<file path="config.mk">
export PLATFORM = sky130hd
export DESIGN_NAME = memory_arbiter
export DESIGN_NICKNAME = d
export VERILOG_FILES = /design/src/rtl/memory_arbiter.sv
export SDC_FILE = /design/constraint.sdc
export NUM_CORES = 1
export LEC_CHECK = 0
export BUFFER_PORTS_ARGS = -buffer_cell sky130_fd_sc_hd__clkbuf_2
export CAP_MARGIN = 10
export CORE_AREA = 2 2 118 120
export CTS_CLUSTER_DIAMETER = 150
export DETAILED_ROUTE_END_ITERATION = 7
export DIE_AREA = 0 0 120 122
export GPL_TIMING_DRIVEN = 0
export HOLD_SLACK_MARGIN = 0.06
export SLEW_MARGIN = 15
export SYNTH_ARGS = -nofsm -noshare
export SYNTH_HDL_FRONTEND = slang
export SYNTH_SLANG_ARGS = --single-unit
</file>
<file path="constraint.sdc">
create_clock -name CLK -period 1.56 [get_ports CLK]
set_clock_uncertainty 0.1 [all_clocks]
set_input_delay 0.156 -clock CLK [delete_from_list [all_inputs] [get_ports CLK]]
set_output_delay 0.156 -clock CLK [all_outputs]
set_load 0.01 [all_outputs]
</file>
<file path="src/rtl/memory_arbiter.sv">
// Round-robin arbiter serialising per-CPU icache/dcache requests onto one RAM port.
// Define MEMORY_ARBITER_STATS_EN to add per-CPU completed-transfer counters (stat_xfers).
package memory_arbiter_pkg;
    typedef enum logic [1:0] {
        FREE   = 2'd0,
        BUSY   = 2'd1,
        ACCESS = 2'd2,
        ERROR  = 2'd3
    } ramstate_t;
endpackage

module memory_arbiter
    import memory_arbiter_pkg::*;
#(
    parameter int CPUS = 1
) (
    input  logic                 CLK,
    input  logic                 nRST,
    input  logic [CPUS-1:0]      iREN,
    input  logic [CPUS*32-1:0]   iaddr,
    input  logic [CPUS-1:0]      dREN,
    input  logic [CPUS-1:0]      dWEN,
    input  logic [CPUS*32-1:0]   daddr,
    input  logic [CPUS*32-1:0]   dstore,
    input  logic [CPUS-1:0]      ccwrite,
    input  logic [CPUS-1:0]      cctrans,
    output logic [CPUS-1:0]      iwait,
    output logic [CPUS-1:0]      dwait,
    output logic [CPUS*32-1:0]   iload,
    output logic [CPUS*32-1:0]   dload,
    output logic                 ramREN,
    output logic                 ramWEN,
    output logic [31:0]          ramaddr,
    output logic [31:0]          ramstore,
    input  logic [31:0]          ramload,
    input  ramstate_t            ramstate,
`ifdef MEMORY_ARBITER_STATS_EN
    output logic [CPUS*32-1:0]   stat_xfers,
`endif
    output logic [CPUS-1:0]      ccwait,
    output logic [CPUS-1:0]      ccinv,
    output logic [CPUS*32-1:0]   ccsnoopaddr
);

    localparam int IW = (CPUS > 1) ? $clog2(CPUS) : 1;

    typedef enum logic {IDLE, GRANT} state_t;
    typedef enum logic [1:0] {IFETCH, DREAD, DWRITE} gtype_t;

    state_t          state_q, state_d;
    gtype_t          gtype_q, gtype_d;
    logic [IW-1:0]   gcpu_q, gcpu_d;
    logic [IW-1:0]   rr_q, rr_d;

    logic [CPUS-1:0] dreq;
    logic            d_hit, i_hit;
    logic [IW-1:0]   d_sel, i_sel;
    logic            req_ok;
    logic            done;
    logic [31:0]     g_iaddr, g_daddr, g_dstore;

    logic unused_cc;
    assign unused_cc = ^{ccwrite, cctrans};

    assign ccwait      = '0;
    assign ccinv       = '0;
    assign ccsnoopaddr = '0;

    function automatic logic [IW-1:0] wrap(input logic [31:0] v);
        return IW'(v % 32'(CPUS));
    endfunction

    // Descending scan so the last write is the first hit from rr_q.
    always_comb begin
        dreq  = dREN | dWEN;
        d_hit = 1'b0;
        i_hit = 1'b0;
        d_sel = '0;
        i_sel = '0;
        for (int k = CPUS - 1; k >= 0; k--) begin
            if (dreq[wrap(32'(rr_q) + 32'(k))]) begin
                d_hit = 1'b1;
                d_sel = wrap(32'(rr_q) + 32'(k));
            end
            if (iREN[wrap(32'(rr_q) + 32'(k))]) begin
                i_hit = 1'b1;
                i_sel = wrap(32'(rr_q) + 32'(k));
            end
        end
    end

    always_comb begin
        g_iaddr  = iaddr[32*int'(gcpu_q) +: 32];
        g_daddr  = daddr[32*int'(gcpu_q) +: 32];
        g_dstore = dstore[32*int'(gcpu_q) +: 32];
        // A type change on the granted CPU counts as a dropped request.
        case (gtype_q)
            IFETCH:  req_ok = iREN[gcpu_q];
            DREAD:   req_ok = dREN[gcpu_q] && !dWEN[gcpu_q];
            DWRITE:  req_ok = dWEN[gcpu_q];
            default: req_ok = 1'b0;
        endcase
    end

    always_comb begin
        state_d  = state_q;
        gtype_d  = gtype_q;
        gcpu_d   = gcpu_q;
        rr_d     = rr_q;
        ramREN   = 1'b0;
        ramWEN   = 1'b0;
        ramaddr  = '0;
        ramstore = '0;
        iwait    = '1;
        dwait    = '1;
        iload    = '0;
        dload    = '0;
        done     = 1'b0;
        case (state_q)
            IDLE: begin
                if (d_hit) begin
                    state_d = GRANT;
                    gcpu_d  = d_sel;
                    gtype_d = dWEN[d_sel] ? DWRITE : DREAD;
                end else if (i_hit) begin
                    state_d = GRANT;
                    gcpu_d  = i_sel;
                    gtype_d = IFETCH;
                end
            end
            GRANT: begin
                if (!req_ok) begin
                    state_d = IDLE;
                end else begin
                    ramaddr  = (gtype_q == IFETCH) ? g_iaddr : g_daddr;
                    ramREN   = (gtype_q != DWRITE);
                    ramWEN   = (gtype_q == DWRITE);
                    ramstore = (gtype_q == DWRITE) ? g_dstore : 32'd0;
                    if (ramstate == ACCESS) begin
                        done    = 1'b1;
                        state_d = IDLE;
                        rr_d    = wrap(32'(gcpu_q) + 32'd1);
                        if (gtype_q == IFETCH) begin
                            iwait[gcpu_q] = 1'b0;
                            iload[32*int'(gcpu_q) +: 32] = ramload;
                        end else begin
                            dwait[gcpu_q] = 1'b0;
                            if (gtype_q == DREAD) begin
                                dload[32*int'(gcpu_q) +: 32] = ramload;
                            end
                        end
                    end
                end
            end
            default: state_d = IDLE;
        endcase
    end

    always_ff @(posedge CLK or negedge nRST) begin
        if (!nRST) begin
            state_q <= IDLE;
            gtype_q <= IFETCH;
            gcpu_q  <= '0;
            rr_q    <= '0;
        end else begin
            state_q <= state_d;
            gtype_q <= gtype_d;
            gcpu_q  <= gcpu_d;
            rr_q    <= rr_d;
        end
    end

`ifdef MEMORY_ARBITER_STATS_EN
    logic [CPUS*32-1:0] stat_q, stat_d;

    always_comb begin
        stat_d = stat_q;
        if (done && (stat_q[32*int'(gcpu_q) +: 32] != 32'hFFFF_FFFF)) begin
            stat_d[32*int'(gcpu_q) +: 32] = stat_q[32*int'(gcpu_q) +: 32] + 32'd1;
        end
    end

    always_ff @(posedge CLK or negedge nRST) begin
        if (!nRST) begin
            stat_q <= '0;
        end else begin
            stat_q <= stat_d;
        end
    end

    assign stat_xfers = stat_q;
`else
    logic unused_done;
    assign unused_done = done;
`endif

endmodule

</file>
; ---- Word-level counts from Yosys, hierarchy flattened
; Index checks and enable logic that the tools add are counted.
[totals]
output_inout_bits = 166
romBits = 0
mem_count = 0
ramBits = 0
latch_bits = 0
register_bits = 4
in_bits = 137
[op_classes]
reduce_logical = 6
n_eq_ne = 4
mul = 0
n_shift = 5
magnitude_cmp = 2
n_mux = 44
div_mod_pow = 0
n_addsub = 1
n_bitwise = 4
[ops]
columns = cell, n
row1 = 32-bit 2-to-1 mux, 15
row2 = 32-bit by 7-bit indexed part select with 32-bit output, 3
row3 = 6-bit negator with 33-bit output, 1
row4 = "32-bit by 33-bit variable shift with 32-bit output, first input constant", 1
row5 = 32-bit by 33-bit indexed part select with 32-bit output, 1
row6 = 32-bit bitwise AND, 1
row7 = 1-bit 2-to-1 mux, 24
row8 = 2-bit 2-to-1 mux, 3
row9 = "2-bit == test, second input constant", 2
row10 = 1-bit one-hot mux with 3 select lines, 1
row11 = "2-bit by 1-bit == test with 1-bit output, second input constant", 1
row12 = 1-bit logical AND, 2
row13 = 2-bit logical NOT, 1
row14 = "2-bit inequality test, second input constant", 1
row15 = 1-bit inverter, 2
row16 = 1-bit one-hot mux with 2 select lines, 1
row17 = 2-bit AND reduction, 1
row18 = 2-bit nonzero test, 1
row19 = "1-bit greater-or-equal comparator, second input constant", 1
row20 = 1-bit logical NOT, 1
row21 = "1-bit less-than comparator, second input constant", 1
row22 = 1-bit bitwise OR, 1

; ---- Logic depth before layout (Yosys ltp)
; Gate-level depths: netlist (run 1).
[logic_depth]
depth_word = 8
mapped_depth = 6

; ---- Worst setup path before layout (run 1)
; No wires, ideal clock.
[synth_path]
path_type = register -> output
startpoint = reg gtype_q[1]
endpoint = out ramaddr[2]
required_ns = 1.304
setup_slack_ns = -0.089
stages_incl_launch_ff = 7
arrival_ns = 1.393
n_path_buf = 3
path_cell_list = dfrtp_1 buf_4 nor4bb_1 buf_4 o31ai_4 buf_6 a21oi_1
[synth_via]
elab_chain_len = 4
[synth_lines]
columns = item, line_no
row1 = "start, declared", 51  ; gtype_t gtype_q, gtype_d;
row2 = "start signal, assigned", 167  ; gtype_q <= gtype_d;
row3 = 2-bit == test (tied with other cells), 97  ; case (gtype_q)
row4 = 1-bit one-hot mux with 3 select lines or 32-bit 2-to-1 mux (tied branches), "97, 135"
row5 = 32-bit 2-to-1 mux *, 132  ; if (!req_ok) begin
row6 = 32-bit 2-to-1 mux *, 119  ; case (state_q)
row7 = "end, declared", 33  ; output logic [31:0] ramaddr,
; Mark *: on every way between the ends. The rest lies on a longest branch, timed or not.

; ---- Final worst setup path (run 1)
[layout_path]
startpoint = reg gtype_q[1]
endpoint = out ramaddr[8]
; The elaborated chain is that of the path after synthesis.

==> results_dict.tcl, run 1 <==
set metrics [dict create \
    via_count 3257 \
    rrSetupSlack_ns -0.09 \
    cts_made_buffers 3 \
    holdCritPathClass "in -> reg" \
    maxSlewViolCount 0 \
    syn_avg_cell_area_um2 5.98 \
    synthXorXnorAreaFrac 0 \
    nets 763 \
    dieArea_mm2 0.0146 \
    period_share 1.34 \
    cts_tree "done" \
    yosys_warnings 0 \
    h-tree-depth 1 \
    yosysTopAreaCell "and3_1" \
    cts-root-buf "clkbuf_16" \
    cts.clk_slew.worst_paths_ns 0.03 \
    postRouteAntennaNets 0 \
    drc 0 \
    synthAdderAreaFrac 0 \
    leakagePower_nw 2.77 \
    layout_setup_ws_ns -0.529 \
    io_pins 303 \
    postLayoutCellArea_mm2 0.00495 \
    maxCapViolCount 0 \
    rsz0062_at_grt "true" \
    end_kind "output port" \
    layout-drive-gt1-share 0.741 \
    crit_type "reg -> out" \
    cp_top_family "buffers and inverters" \
    synth-simple-area-share 0.466 \
    antenna_found_initial 0 \
    cp_num_buf_inv 5 \
    wirelength_mm 11.8 \
    holdWs_ns 0.129 \
    ys_types 23 \
    setup_viol 133 \
    diodes 0 \
    gp_congestion 0.749 \
    rows 43 \
    clk-insertion-delay-late_ns 0.23 \
    synth_compound_area_frac 0.230 \
    final_cell_mix "clkbuf_2, buf_6, and3_4, buf_2, buf_4" \
    die_x_um 120 \
    synth_top_family_by_area "simple AND/OR/NAND/NOR gates" \
    wire_per_inst_um 14.7 \
    hold_viol 0 \
    cp_data_arrival_time_ns 1.83 \
    worst_ep_required_time_ns 1.30 \
    crit_path_cell_trace "buf_6, nor4bb_1, buf_4, o31ai_4, buf_8, clkbuf_16, a21oi_2, clkbuf_2" \
    clock.fmax_mhz 479 \
    power.density_mw_per_mm2 1060 \
    grt_pass1_wl_mm 14.7 \
    first_global_vias 2883 \
    ys_ff_latch 3 \
    dp.final_hpwl_mm 8.47 \
    clock_path_buffers 2 \
    max-slew-margin-rel 0.624 \
    final_common_cell "clkbuf_2" \
    synthMuxAreaShare 0 \
    core_area_mm2 0.0135 \
    peakVddDrop_v 0.000459 \
    portBuffers 266 \
    start_util 0.128 \
    place_area_mm2 0.00351 \
    status "complete, but fails checks" \
    grt_use_total 0.127 \
    gr-total-overflow 0 \
    clock_sinks 3 \
    slowest_stage "dfrtp_1" \
    tightest_slew_ns 0.565 \
    cpPeakStageDelay_ns 0.36 \
    period_needed_ns 2.09 \
    cp_max_fo 7 \
    first_pass_iters 4 \
    viasPerCell 4.05 \
    drt_iter0_markers 80 \
    seq_area_frac_synth 0.0436 \
    mappedNetlistArea_mm2 0.00172 \
    failed_checks "setup timing" \
    syn_inst 288 \
    synth.area.top_cells "and3_1, buf_4, o21ai_0" \
    startpoint_type "flip-flop" \
    syn_to_final_growth_pct 187 \
    grt_max_degree 11 \
    yosysTopAreaCellShare 0.349 \
    die_h_um 122 \
]
repair_timing:
| item | 4_1_cts | 5_1_grt |
|---|---|---|
| pin swaps | 6 | 53 |
| hold endpoints to repair | 3 | 0 |
| resized for setup | 80 | 267 |
| buffers inserted | 18 | 8 |
| cloned | 6 | 4 |
| hold buffers | 1 | 0 |
| endpoints found under the setup margin | 133 | 133 |
cells in the mapped netlist, drive strengths merged:
| master | count |
|---|---|
| nand2b | 1 |
| nor4bb | 1 |
| nor3b | 1 |
| and3 | 96 |
| a21oi | 32 |
| o21ai | 37 |
| nand2 | 32 |
| clkbuf | 28 |
| o31ai | 1 |
| and3b | 2 |
| nor2 | 3 |
| a32o | 1 |
| dfrtp | 3 |
| nor3 | 1 |
| conb | 1 |
| o311ai | 1 |
| inv | 3 |
| buf | 42 |
| and2 | 2 |
final timing paths:
kind,cells after the start,to,from
min in group asynchronous,2,state_q$_DFF_PN0_,nRST
min,2,gtype_q[0]$_DFFE_PN0P_,dREN
max reg2reg,7,state_q$_DFF_PN0_,gtype_q[0]$_DFFE_PN0P_
max in group asynchronous,2,state_q$_DFF_PN0_,nRST
max,8,ramaddr[8],gtype_q[1]$_DFFE_PN0P_
min reg2reg,3,state_q$_DFF_PN0_,state_q$_DFF_PN0_
through the flow:
stage / util / setup slack, ns / cells / TNS, ns / total power, mW
after floorplan: - / -0.0433 / 321 / -1.30 / 2.08
after global placement: 0.260 / -0.481 / 767 / -39.05 / 3.19
after detailed placement: 0.260 / -0.508 / 767 / -41.35 / 3.20
after CTS: 0.305 / -0.527 / 796 / -45.91 / 4.44
after global routing: 0.366 / -0.565 / 805 / -55.60 / 5.59
final: 0.366 / -0.529 / 805 / -48.69 / 5.23
logic make-up (layout without fill, tap and decap cells):
kind of cell	count (synthesis)	in the layout
buf+inv	73	377
other cells	1	34
flops	3	3
compound gates	72	72
simple gates	139	139
report_power, final:
| group | leakage [nW] | internal, mW | total (mW) | switching (mW) |
|---|---|---|---|---|
| Sequential | 0.0354 | 0.121 | 0.154 | 0.0329 |
| Combinational | 2.69 | 2.28 | 4.66 | 2.38 |
| Clock | 0.0382 | 0.338 | 0.412 | 0.0744 |
sequential cells by signal, indices dropped and copies added (netlist names):
register and flops:
gtype_q 2, state_q 1
routing by layer:
| metal | vias to the layer above | global-route usage | wire [µm] |
|---|---|---|---|
| met2 | 175 | 0.245 | 6360 |
| met5 | - | 0 | 0 |
| met4 | 0 | 0.0368 | 193 |
| met3 | 10 | 0.0173 | 764 |
| li1 | 1619 | - | - |
| met1 | 1453 | 0.145 | 4490 |
final cells by class:
| class | count | area, µm² |
|---|---|---|
| fillers | 1407 | 8560 |
| well taps | 180 | 225 |
| clock buffers | 4 | 78.8 |
| inverters | 3 | 11.3 |
| repair buffers | 302 | 2200 |
| plain buffers | 68 | 593 |
| multi-input cells | 245 | 1770 |
| flip-flops and latches | 3 | 76.3 |
No activity file was read; power rests on OpenSTA's default activity.
==> inputs of run 2 (changes only) <==
--- a/config.mk
+++ b/config.mk
@@ -7,13 +7,16 @@
 export LEC_CHECK = 0
 export BUFFER_PORTS_ARGS = -buffer_cell sky130_fd_sc_hd__clkbuf_2
 export CAP_MARGIN = 10
-export CORE_AREA = 2 2 118 120
+export CELL_PAD_IN_SITES_DETAIL_PLACEMENT = 1
+export CELL_PAD_IN_SITES_GLOBAL_PLACEMENT = 1
+export CORE_MARGIN = 2
+export CORE_UTILIZATION = 13
 export CTS_CLUSTER_DIAMETER = 150
 export DETAILED_ROUTE_END_ITERATION = 7
-export DIE_AREA = 0 0 120 122
 export GPL_TIMING_DRIVEN = 0
 export HOLD_SLACK_MARGIN = 0.06
-export SLEW_MARGIN = 15
+export PLACE_DENSITY_LB_ADDON = 0.1
+export RECOVER_POWER = 25
 export SYNTH_ARGS = -nofsm -noshare
 export SYNTH_HDL_FRONTEND = slang
 export SYNTH_SLANG_ARGS = --single-unit
==> run 2 against run 1 <==
Compared with the run above:
- the run still ends with setup timing left
- sequential share of layout area is 0.082 points lower
- clock power grew 2%
- flip-flop and latch count unchanged
- final cell count fell by 0.75%
- core utilization rose by 2.6 points
- setup slack improved by 0.035 ns
- die area down 3.1%
- total power fell by 2.0%
- non-clock buffer count is 2 lower
- sequential power shrank 7%
- design area increased by 3.9%
- routed wire length grew 6.9%
- largest power group unchanged
- critical path type unchanged
==> results_dict.tcl, run 2 (synthesis gave the netlist of run 1 again) <==
set metrics [dict create \
    status "complete, but fails checks" \
    failed_checks "setup timing" \
    drt_iter0_markers 59 \
    wirelength_mm 12.6 \
    cp_top_family "buffers and inverters" \
    cpPeakStageDelay_ns 0.36 \
    grt_use_total 0.157 \
    place_inst 763 \
    slowest_stage "dfrtp_1" \
    holdCritPathClass "in -> reg" \
    crit_path_start "gtype_q[1]$_DFFE_PN0P_" \
    clk-insertion-delay-late_ns 0.23 \
    h-tree-depth 1 \
    setup_viol 133 \
    crit_type "reg -> out" \
    rr_endpoint "state_q$_DFF_PN0_" \
    r2r-start "gtype_q[1]$_DFFE_PN0P_" \
    cts_made_buffers 3 \
    first_global_vias 3494 \
    gp_congestion 0.740 \
    rrSetupSlack_ns -0.13 \
    layout-drive-gt1-share 0.775 \
    dp.final_hpwl_mm 9.32 \
    rsz0062_at_grt "true" \
    regArea_um2 75.1 \
    crit_path_cell_trace "buf_6, and3b_2, o31ai_4, buf_12, buf_12, a21oi_2, buf_2" \
    cts.clk_slew.worst_paths_ns 0.03 \
    rows 42 \
    fin_total_pwr_mw 5.13 \
    clock_sinks 3 \
    nets 761 \
    antenna_found_initial 0 \
    startpoint_type "flip-flop" \
    die_x_um 119 \
    clock.fmax_mhz 487 \
    drc 0 \
    die_h_um 119 \
    grt_pass1_wl_mm 18.2 \
    first_pass_iters 4 \
    syn_to_final_growth_pct 198 \
    final_common_cell "clkbuf_2" \
    holdWs_ns 0.146 \
    critPathCapture "ramaddr[19]" \
    io_pins 303 \
    largest_reg_flops 2 \
    dieArea_mm2 0.0142 \
    grt_max_degree 11 \
    cts_tree "done" \
    portBuffers 266 \
    peakVddDrop_v 0.000449 \
    worst_ep_required_time_ns 1.30 \
    cts-root-buf "clkbuf_16" \
    reg2reg_depth 6 \
    layout_setup_ws_ns -0.494 \
    start_util 0.132 \
    postRouteAntennaNets 0 \
    cp_num_cells 7 \
    largest-register "gtype_q" \
    hold_depth 2 \
    wire_per_inst_um 15.8 \
    layout.cells.non_filler 799 \
    cp_max_fo 10 \
    multi_input_area_mm2 0.00189 \
    maxCapViolCount 0 \
    cp_data_arrival_time_ns 1.80 \
    clock_path_buffers 2 \
    viasPerCell 4.20 \
    power.density_mw_per_mm2 998 \
    fillers 1639 \
    maxSlewViolCount 0 \
    leakagePower_nw 2.71 \
    end_kind "output port" \
    final_cell_mix "clkbuf_2, and3_4, buf_6" \
    crit_top_cell "buf_12" \
    gr-total-overflow 0 \
    cp_num_buf_inv 4 \
    hold_viol 0 \
    period_needed_ns 2.05 \
    via_count 3359 \
    core_area_mm2 0.0131 \
    diodes 0 \
    reg_top3 "gtype_q x2, state_q x1" \
    period_share 1.32 \
]
[run 2: cell count changes in the layout (fill, tap and decap cells not counted), sizes merged]
cell	before	now
buf	193	181
clkbuf	180	190
[run 2: final cells by class]
cell class / count / share of cell area
buffer: 69 / 0.116
clock buffer: 4 / 0.0153
inverter: 3 / 0.00219
multi-input combinational: 245 / 0.369
sequential: 3 / 0.0146
tap: 176 / 0.0428
timing repair buffer: 299 / 0.441
[run 2: report_power, final]
part           total [mW]  switching [mW]  leakage [nW]  internal [mW]
sequential          0.143          0.0247        0.0364          0.118
combinational        4.56            2.36          2.63           2.20
clock               0.420          0.0815        0.0382          0.338
total                5.13            2.47          2.71           2.66
[run 2: how the worst min path moves through the flow]
stage                        endpoint  from  slack, ns
2_1_floorplan  gtype_q[0]$_DFFE_PN0P_  nRST      -0.24
3_3_place_gp   gtype_q[1]$_DFFE_PN0P_  nRST      -0.14
3_5_place_dp   gtype_q[1]$_DFFE_PN0P_  nRST      -0.14
4_1_cts        gtype_q[0]$_DFFE_PN0P_  dREN       0.15
5_1_grt        gtype_q[0]$_DFFE_PN0P_  dREN       0.15
6_report       gtype_q[0]$_DFFE_PN0P_  dREN       0.15
[run 2: routing by layer]
| layer | track usage | part of all wire |
|---|---|---|
| met3 | 0.0350 | 0.083 |
| met5 | 0 | 0 |
| met1 | 0.164 | 0.36 |
| met4 | 0.0283 | 0.0069 |
| met2 | 0.318 | 0.55 |
[run 2: timing repair]
action / 4_1_cts / 5_1_grt
endpoints found under the setup margin: 133 / 133
pin swaps: 15 / 54
gates resized for setup: 108 / 263
endpoints found under the hold margin: 3 / 0
buffers inserted: 19 / 4
hold buffers: 1 / 0
cloned: 9 / 2
[run 2: stage by stage]
| step | instance area, µm² | util | setup TNS [ns] | worst slack, ns |
|---|---|---|---|---|
| floorplan | 1950 | - | -1.30 | -0.0433 |
| global placement | 3500 | 0.268 | -37.59 | -0.456 |
| detailed placement | 3500 | 0.268 | -37.92 | -0.446 |
| CTS | 4310 | 0.330 | -52.79 | -0.480 |
| global route | 5140 | 0.393 | -61.82 | -0.565 |
| finish | 5140 | 0.393 | -51.60 | -0.494 |
[run 2: worst register-to-register path, delay by kind of cell (launching register included)]
| kind | cells | cell delay [ns] |
|---|---|---|
| AND/OR/NAND/NOR | 1 | 0.26 |
| AO/OA/AOI/OAI | 2 | 0.43 |
| buffers and inverters | 3 | 0.41 |
| flip-flops | 1 | 0.36 |
